--- src/rtl/dmem_mmio_if.sv ---
// Bus between the core's memory stage and the data-side memory subsystem,
// plus the TX byte stream and timer interrupt that leave the block.
interface dmem_mmio_if;
  logic        MemWrite;
  logic [31:0] DataAdr;
  logic [31:0] WriteData;
  logic [31:0] ReadData;
  logic [7:0]  leds;
  logic [7:0]  tx_data;
  logic        tx_valid;
  logic        tx_ready;
  logic        irq_timer;

  modport master (
    output MemWrite, DataAdr, WriteData, tx_ready,
    input  ReadData, leds, tx_data, tx_valid, irq_timer
  );

  modport slave (
    input  MemWrite, DataAdr, WriteData, tx_ready,
    output ReadData, leds, tx_data, tx_valid, irq_timer
  );
endinterface

--- src/rtl/dmem_mmio.sv ---
// Data RAM plus MMIO block (LEDs, cycle counter, compare timer, TX FIFO)
// behind the core's memory stage. Loads are combinational, stores land on
// the rising edge.
module dmem_mmio #(
  parameter int unsigned RAM_WORDS  = 64,
  parameter int unsigned FIFO_DEPTH = 4
) (
  input logic       clk,
  input logic       reset,
  dmem_mmio_if.slave bus
);
  localparam int unsigned AW = $clog2(RAM_WORDS);
  localparam int unsigned PW = $clog2(FIFO_DEPTH);
  localparam logic [PW:0]   CntOne  = (PW+1)'(1);
  localparam logic [PW:0]   CntFull = (PW+1)'(FIFO_DEPTH);
  localparam logic [PW-1:0] PtrOne  = PW'(1);

  typedef enum logic [2:0] {
    REG_LED, REG_CYCLE, REG_CMP, REG_CTRL, REG_TXD, REG_STAT, REG_CNT, REG_NONE
  } mmioReg_t;

  logic [31:0]   ram [RAM_WORDS];
  logic [7:0]    fifoMem [FIFO_DEPTH];

  logic [7:0]    ledReg;
  logic [31:0]   cycleCnt;
  logic [31:0]   timerCmp;
  logic [31:0]   timerCnt;
  logic          timerEn;
  logic          timerFlag;
  logic [PW-1:0] rdPtr;
  logic [PW-1:0] wrPtr;
  logic [PW:0]   count;
  logic          overflow;

  logic          ramHit;
  logic [AW-1:0] ramIdx;
  mmioReg_t      regSel;
  logic          wrLed, wrCmp, wrCtrl, wrStat, pushReq;
  logic          timerMatch;
  logic          full, empty, pop, push, ovfSet;
  logic [4:0]    countExt;
  logic [31:0]   readMux;
  logic [1:0]    unusedAdrBits;

  assign unusedAdrBits = bus.DataAdr[1:0];

  // Address decode: RAM window at the bottom, registers in the top 256 bytes.
  always_comb begin
    ramHit = (bus.DataAdr[31:AW+2] == '0);
    ramIdx = bus.DataAdr[AW+1:2];
    regSel = REG_NONE;
    if (bus.DataAdr[31:8] == 24'hFF_FFFF) begin
      case (bus.DataAdr[7:2])
        6'd0:    regSel = REG_LED;
        6'd1:    regSel = REG_CYCLE;
        6'd2:    regSel = REG_CMP;
        6'd3:    regSel = REG_CTRL;
        6'd4:    regSel = REG_TXD;
        6'd5:    regSel = REG_STAT;
        6'd6:    regSel = REG_CNT;
        default: regSel = REG_NONE;
      endcase
    end
  end

  assign wrLed   = bus.MemWrite && (regSel == REG_LED);
  assign wrCmp   = bus.MemWrite && (regSel == REG_CMP);
  assign wrCtrl  = bus.MemWrite && (regSel == REG_CTRL);
  assign wrStat  = bus.MemWrite && (regSel == REG_STAT);
  assign pushReq = bus.MemWrite && (regSel == REG_TXD);

  assign timerMatch = timerEn && (timerCnt == timerCmp);

  assign full   = (count == CntFull);
  assign empty  = (count == '0);
  assign pop    = !empty && bus.tx_ready;
  // A pop in the same edge frees the slot, so a full FIFO can still accept.
  assign push   = pushReq && (!full || pop);
  assign ovfSet = pushReq && full && !pop;

  // Data RAM store; contents are deliberately not reset.
  always_ff @(posedge clk) begin
    if (bus.MemWrite && ramHit) ram[ramIdx] <= bus.WriteData;
  end

  // FIFO storage; slot contents survive reset, only pointers are cleared.
  always_ff @(posedge clk) begin
    if (push) fifoMem[wrPtr] <= bus.WriteData[7:0];
  end

  // LED register and free-running cycle counter.
  always_ff @(posedge clk or posedge reset) begin
    if (reset) begin
      ledReg   <= '0;
      cycleCnt <= '0;
    end else begin
      if (wrLed) ledReg <= bus.WriteData[7:0];
      cycleCnt <= cycleCnt + 32'd1;
    end
  end

  // Compare timer: a match sets the flag and restarts the count; a hardware
  // set beats a software clear in the same edge.
  always_ff @(posedge clk or posedge reset) begin
    if (reset) begin
      timerCmp  <= '0;
      timerCnt  <= '0;
      timerEn   <= 1'b0;
      timerFlag <= 1'b0;
    end else begin
      if (wrCmp) timerCmp <= bus.WriteData;
      if (wrCmp)        timerCnt <= '0;
      else if (timerEn) timerCnt <= timerMatch ? '0 : timerCnt + 32'd1;
      if (wrCtrl) timerEn <= bus.WriteData[0];
      if (timerMatch)                       timerFlag <= 1'b1;
      else if (wrCtrl && bus.WriteData[1])  timerFlag <= 1'b0;
    end
  end

  // TX FIFO pointers, occupancy and sticky overflow.
  always_ff @(posedge clk or posedge reset) begin
    if (reset) begin
      rdPtr    <= '0;
      wrPtr    <= '0;
      count    <= '0;
      overflow <= 1'b0;
    end else begin
      if (pop)  rdPtr <= rdPtr + PtrOne;
      if (push) wrPtr <= wrPtr + PtrOne;
      case ({push, pop})
        2'b10:   count <= count + CntOne;
        2'b01:   count <= count - CntOne;
        default: count <= count;
      endcase
      if (ovfSet)      overflow <= 1'b1;
      else if (wrStat) overflow <= 1'b0;
    end
  end

  assign countExt = 5'(count);

  // Zero-latency load mux; unmapped and write-only locations read as zero.
  always_comb begin
    readMux = '0;
    if (ramHit) begin
      readMux = ram[ramIdx];
    end else begin
      case (regSel)
        REG_LED:   readMux = {24'b0, ledReg};
        REG_CYCLE: readMux = cycleCnt;
        REG_CMP:   readMux = timerCmp;
        REG_CTRL:  readMux = {30'b0, timerFlag, timerEn};
        REG_STAT:  readMux = {23'b0, countExt, 1'b0, overflow, empty, full};
        REG_CNT:   readMux = timerCnt;
        default:   readMux = '0;
      endcase
    end
  end

  assign bus.ReadData  = readMux;
  assign bus.leds      = ledReg;
  assign bus.tx_data   = fifoMem[rdPtr];
  assign bus.tx_valid  = !empty;
  assign bus.irq_timer = timerFlag && timerEn;
endmodule

--- src/flat_wrapper.sv ---
// flat-port wrapper written by rule: the top's interface ports become plain ports
module dmem_mmio_flat 
#(
  parameter int unsigned RAM_WORDS  = 64,
  parameter int unsigned FIFO_DEPTH = 4
)
  (clk, reset, bus_MemWrite, bus_DataAdr, bus_WriteData, bus_tx_ready, bus_ReadData, bus_leds, bus_tx_data, bus_tx_valid, bus_irq_timer);
  dmem_mmio_if bus_i ();
  input logic clk;
  input logic reset;
  input wire logic [$bits(bus_i.MemWrite)-1:0] bus_MemWrite;
  input wire logic [$bits(bus_i.DataAdr)-1:0] bus_DataAdr;
  input wire logic [$bits(bus_i.WriteData)-1:0] bus_WriteData;
  input wire logic [$bits(bus_i.tx_ready)-1:0] bus_tx_ready;
  output wire logic [$bits(bus_i.ReadData)-1:0] bus_ReadData;
  output wire logic [$bits(bus_i.leds)-1:0] bus_leds;
  output wire logic [$bits(bus_i.tx_data)-1:0] bus_tx_data;
  output wire logic [$bits(bus_i.tx_valid)-1:0] bus_tx_valid;
  output wire logic [$bits(bus_i.irq_timer)-1:0] bus_irq_timer;
  assign bus_i.MemWrite = bus_MemWrite;
  assign bus_i.DataAdr = bus_DataAdr;
  assign bus_i.WriteData = bus_WriteData;
  assign bus_i.tx_ready = bus_tx_ready;
  assign bus_ReadData = bus_i.ReadData;
  assign bus_leds = bus_i.leds;
  assign bus_tx_data = bus_i.tx_data;
  assign bus_tx_valid = bus_i.tx_valid;
  assign bus_irq_timer = bus_i.irq_timer;
  dmem_mmio #(.RAM_WORDS(RAM_WORDS), .FIFO_DEPTH(FIFO_DEPTH)) u_core (.clk(clk), .reset(reset), .bus(bus_i));
endmodule
--- config.mk ---
export PLATFORM = sky130hd
export DESIGN_NAME = dmem_mmio_flat
export DESIGN_NICKNAME = d
export VERILOG_FILES = /design/src/rtl/dmem_mmio_if.sv /design/src/rtl/dmem_mmio.sv /design/src/flat_wrapper.sv
export SDC_FILE = /design/constraint.sdc
export NUM_CORES = 2
export LEC_CHECK = 0
export BUFFER_PORTS_ARGS = -buffer_cell sky130_fd_sc_hd__buf_2
export CAP_MARGIN = 30
export CORE_UTILIZATION = 30
export CTS_CLUSTER_SIZE = 16
export DETAILED_ROUTE_END_ITERATION = 12
export PLACE_DENSITY = 0.45
export SYNTH_ARGS = -nofsm -noshare
export SYNTH_HDL_FRONTEND = slang
export SYNTH_SLANG_ARGS = --single-unit
--- constraint.sdc ---
create_clock -name clk -period 7.25 [get_ports clk]
set_input_delay 0 -clock clk [delete_from_list [all_inputs] [get_ports clk]]
set_output_delay 0 -clock clk [all_outputs]
set_load 0.02 [all_outputs]
After elaboration in Yosys (flattened, before gate mapping)
Memories as Yosys holds them, arrays and structs flattened.
Cells that the tools add are included.
{"block": "classes", "eq_ne": 17, "n_addsub": 6, "mux": 16, "n_reduce_logical": 25}
{"operator": "$pmux 32 s6", "count": 1}
{"operator": "$mux 32", "count": 4}
{"operator": "$add 32x1->32 const B", "count": 2}
{"operator": "$eq 32x32->1", "count": 1}
{"operator": "$eq 24x24->1 const B", "count": 1}
{"operator": "$logic_not 24->1", "count": 1}
{"operator": "$pmux 3 s7", "count": 1}
{"operator": "$eq 6x3->1 const B", "count": 3}
{"operator": "$logic_and 1x1->1", "count": 13}
{"operator": "$eq 3x3->1 const B", "count": 4}
{"operator": "$eq 6x2->1 const B", "count": 2}
{"operator": "$mux 1", "count": 8}
{"operator": "$reduce_bool 2->1", "count": 4}
{"operator": "$eq 3x2->1 const B", "count": 2}
{"operator": "$eq 6x1->1 const B", "count": 1}
{"operator": "$logic_not 3->1", "count": 2}
{"operator": "$logic_not 6->1", "count": 1}
{"operator": "$pmux 3 s2", "count": 1}
{"operator": "$add 2x1->2 const B", "count": 2}
{"operator": "$add 3x1->3 const B", "count": 1}
{"operator": "$eq 3x1->1 const B", "count": 1}
{"operator": "$logic_not 1->1", "count": 3}
{"operator": "$mux 3", "count": 1}
{"operator": "$sub 3x1->3 const B", "count": 1}
{"operator": "other kinds (3)", "count": 3}
{"block": "word_totals", "in_bits": 68, "output_inout_bits": 50, "n_memories": 2, "ramBits": 2080, "regBits": 114, "wordCells": 76}
{"memory": "u_core.ram", "words": 64, "width": 32, "rd": 1, "rd_clocked_by_memory_dff": 0, "wr": 1, "line_no": "dmem_mmio.sv:22", "rtl": "logic [31:0] ram [RAM_WORDS];"}
{"memory": "u_core.fifoMem", "words": 4, "width": 8, "rd": 1, "rd_clocked_by_memory_dff": 0, "wr": 1, "line_no": "dmem_mmio.sv:23", "rtl": "logic [7:0] fifoMem [FIFO_DEPTH];"}

Logic depth before layout (Yosys ltp)
{"block": "logic_depth", "word_depth": 8, "depth_mapped": 12, "mapped_depth_nobuf": 10}

Least setup slack after synthesis
No wires, ideal clock.
{"block": "synth_timing", "kind": "input to register", "start": "input bus_DataAdr[4]", "end": "memory u_core.ram[3][0] (enable)", "setup_time_ns": 0.461, "path_buffers": 4, "setup_slack_ns": 3.246, "arrival_ns": 3.543, "stages": 7, "t_required_ns": 6.789, "cell_sequence": "buf_2 -> inv_2 -> buf_2 -> buf_1 -> buf_2 -> nand2_1 -> nor3_1"}
{"element": "from (decl)", "line_no": "flat_wrapper.sv:12", "rtl": "input wire logic [$bits(bus_i.DataAdr)-1:0] bus_DataAdr;"}
{"element": "to (decl)", "line_no": "dmem_mmio.sv:22"}
Straight into the memory's write port.

Worst setup path in the final report
{"block": "layout_timing", "start": "input bus_DataAdr[2]", "end": "output bus_ReadData[14]"}
{"block": "layout_via", "elab_chain_len": 6, "word_cells_on_any_way": 18, "cone_classes": "11 x eq/ne; 4 x mux; 2 x reduce/logical; 1 x memory"}
{"element": "$eq 6x3->1 (tied with other cells)", "line_no": "dmem_mmio.sv:54", "rtl": "case (bus.DataAdr[7:2])"}
{"element": "$pmux 3 s7", "line_no": "dmem_mmio.sv:54"}
{"element": "$mux 3", "line_no": "dmem_mmio.sv:53", "rtl": "if (bus.DataAdr[31:8] == 24'hFF_FFFF) begin"}
{"element": "$eq 3x3->1 (tied with other cells)", "line_no": "dmem_mmio.sv:149", "rtl": "case (regSel)"}
{"element": "$pmux 32 s6", "line_no": "dmem_mmio.sv:149"}
{"element": "$mux 32 *", "line_no": "dmem_mmio.sv:146", "rtl": "if (ramHit) begin"}
{"element": "to (decl)", "line_no": "flat_wrapper.sv:15", "rtl": "output wire logic [$bits(bus_i.ReadData)-1:0] bus_ReadData;"}
Mark *: on every way between the ends. The rest lies on a longest branch, timed or not.

==> results.py <==
metrics = {
    "worst_setup_path": {
        "criticalPathCategory": "input port to primary output",
        "cp_max_fo": 94,
        "crit_path_end_kind": "primary output",
        "crit_path_start_kind": "input port",
        "crit_required_ns": 7.25,
        "arrival_ns": 4.31,
    },
    "routing": {
        "detail_route.wl_per_cell_um": 32.53,
        "initialDrtViolationCount": 5579,
        "drc": 0,
        "num_vias": 46690,
        "drt-total-wl_mm": 286.3,
        "vias_per_cell": 5.306,
        "drtPass1Iterations": 6,
        "m1WireLength_mm": 127.1,
        "wl_met2_mm": 135.3,
        "dr_wl_met3_mm": 16.19,
        "top_layer": "met5",
        "drtAntennaViolNets": 0,
    },
    "place": {
        "pre_cts_ws_ns": 2.886,
        "post-dp-hpwl_mm": 168.7,
        "port-buffer-count": 115,
        "routabilityCongestion": 0.8180,
        "dp.cells": 8310,
        "placed_area_mm2": 0.09227,
    },
    "sta": {
        "setup_slack_ns": 2.938,
        "fin_crit_ns": 4.312,
        "skew_ns": 0.02160,
        "setup_viol": 0,
        "slew_headroom_pct": 24.82,
        "final_hold_viol_count": 0,
        "tightest_slew_ns": 1.128,
        "slew_viol_final": 0,
        "tns_ns": 0,
        "fmax_ghz": 0.2319,
        "period_share_pct": 59.48,
        "grt_setup_unrepaired": "no",
    },
    "clocking": {
        "post_cts_buffers": 0,
        "clock_path_buffers": 3,
        "clkTransAtPathRegs_ns": 0.06,
        "cts_root_buf": "clkbuf_16",
        "cts_tree": "built",
        "clk_latency_ns": 0.89,
        "cts_resized": 0,
        "cts.sinks": 2194,
        "h-tree-depth": 4,
        "cts_hold_buf": 39,
        "cts_buffers": 232,
    },
    "layout": {
        "layout_commonest_cell": "edfxtp_1",
        "layout_common_cells": "edfxtp_1 (2,080), mux4_2 (306), clkbuf_16 (235)",
        "nets": 4919,
        "area_growth_pct": 16.77,
        "fillers": 26470,
        "regArea_mm2": 0.06531,
        "post-route-cell-area_mm2": 0.1002,
        "multi_input_area_mm2": 0.01954,
        "final_layout_size_suffix_gt1_share_pct": 24.32,
        "fin_cells": 8800,
    },
    "floorplanning": {
        "start_util_pct": 30.28,
        "core_mm2": 0.2833,
        "floorplan.die.width_um": 536.7,
        "die_area_mm2": 0.2881,
        "io_pins": 118,
        "rows": 195,
        "die_y_um": 536.7,
    },
    "power_and_ir_drop": {
        "p_leak_nw": 32.17,
        "p_per_area_mw_per_mm2": 270.9,
        "ir_worst_vdd_v": 0.0002331,
    },
    "logic_synthesis": {
        "synth_edf_count": 2080,
        "yosys.area.top_type_share_pct": 72.82,
        "synth_area_per_cell_um2": 19.03,
        "yosysTopAreaCell": "edfxtp_1",
        "synth_area_mm2": 0.08578,
        "ys_types": 73,
        "ys_seq_area_share_pct": 76.14,
        "syn_nets": 4582,
        "synth_warnings": 0,
        "ys_top_cells_by_area": "edfxtp_1 (73%), mux4_2 (8.0%), dfrtp_1 (3.3%)",
        "async_flop_share_pct": 5.196,
        "ys.flop_type": "edfxtp_1",
        "synth-seq-cells": 2194,
        "synthCells": 4507,
    },
    "run_status": {
        "status": "complete, no violations",
    },
    "global_route": {
        "grt_start_max_net_pins": 95,
        "grt_usage_pct": 19.64,
        "grt_pass1_vias": 46270,
        "grt_pass1_wl_mm": 391.0,
        "antenna_found_initial": 23,
        "grt-ovfl-total": 0,
    },
    "run": {
        "max_cap_violations": 0,
    },
    "min_path": {
        "min_path_type": "input port to register",
    },
}
[Yosys cell counts, types with 30 or more instances]
library cell     n
a21oi_1        156
a221o_1         80
a221oi_1        34
a222oi_1        32
a22oi_1         34
a31oi_1         30
buf_2           61
buf_4           43
clkbuf_1       149
dfrtp_1        114
edfxtp_1      2080
mux2_2         131
mux2i_1        199
mux4_2         306
nand2_1        160
nand3_1         48
nand4_1         30
nor2_1         112
nor3_1          85
o21ai_0        150
o221ai_1        36
o22ai_1         81
xnor2_1         60
[metal layers]
metal | up-vias | GRT usage [%]
met2 | 1657 | 31.69
met5 | - | 0
met4 | 4 | 5.430
li1 | 19350 | -
met1 | 25370 | 27.74
met3 | 314 | 2.594
[worst max-delay path, stage by stage]
cell and delay [ns]:
buf_8 0.17, buf_12 0.41, and3b_2 0.84, buf_4 0.61
a221oi_1 0.19, a221oi_1 0.91, or4_1 0.45, a221o_1 0.33
buf_2 0.21
[logic make-up after synthesis]
group                      synth area share (%)
AOI/OAI and AO/OA                         6.080
xor gates and xnor gates                 0.9088
adders and majority gates                0.1109
buffers and inverters                     1.730
DFF                                       76.14
muxes                                     12.14
and+or+nand+nor                           2.885
[cell type report]
class,count,share of cell area [%]
diodes,8,0.01999
clock buffers,292,6.135
clock inverters,147,1.259
inverters,14,0.06496
multi-input cells,2011,19.51
flip-flops and latches,2194,65.21
well taps,3743,4.676
repair buffers,391,3.127
[per-stage QoR]
stage | hold slack [ns] | utilization [%] | total power (W)
3_5_place_dp | 0.1353 | 32.57 | 0.01574
2_1_floorplan | 0.09769 | - | 0.01491
6_report | 0.03045 | 35.36 | 0.02714
5_1_grt | 0.02673 | 35.35 | 0.02787
3_3_place_gp | 0.1337 | 32.44 | 0.01572
4_1_cts | 0.02168 | 35.33 | 0.02739
[final timing paths]
path	from	end	slack, ns	depth (start not counted)
max in group asynchronous	reset	u_core.timerCnt[2]$_DFFE_PP0P_	5.53	5
max reg2reg	u_core.timerCnt[3]$_DFFE_PP0P_	u_core.timerCnt[18]$_DFFE_PP0P_	4.21	7
max	bus_DataAdr[2]	bus_ReadData[14]	2.94	9
min reg2reg	u_core.cycleCnt[0]$_DFF_PP0_	u_core.cycleCnt[0]$_DFF_PP0_	0.47	1
min in group asynchronous	reset	u_core.cycleCnt[24]$_DFF_PP0_	0.34	4
min	bus_WriteData[1]	u_core.ram[37][1]$_DFFE_PP_	0.03	2
[report_power, final]
part	internal, W	leakage, nW	switching [W]
clock	0.00662	3.65	0.00504
sequential	0.0139	20.2	0.0000419
combinational	0.000476	8.33	0.00108
total	0.0210	32.2	0.00616
[state kept, by name, summed over array words and instances (netlist names)]
name	flops
u_core.count	3
u_core.cycleCnt	32
u_core.rdPtr	2
u_core.timerCmp	32
u_core.fifoMem	32
u_core.ram	2048
u_core.timerCnt	32
u_core.timerFlag	1
u_core.wrPtr	2
u_core.timerEn	1
u_core.overflow	1
u_core.bus.leds	8
No activity file was read; power rests on OpenSTA's default activity.
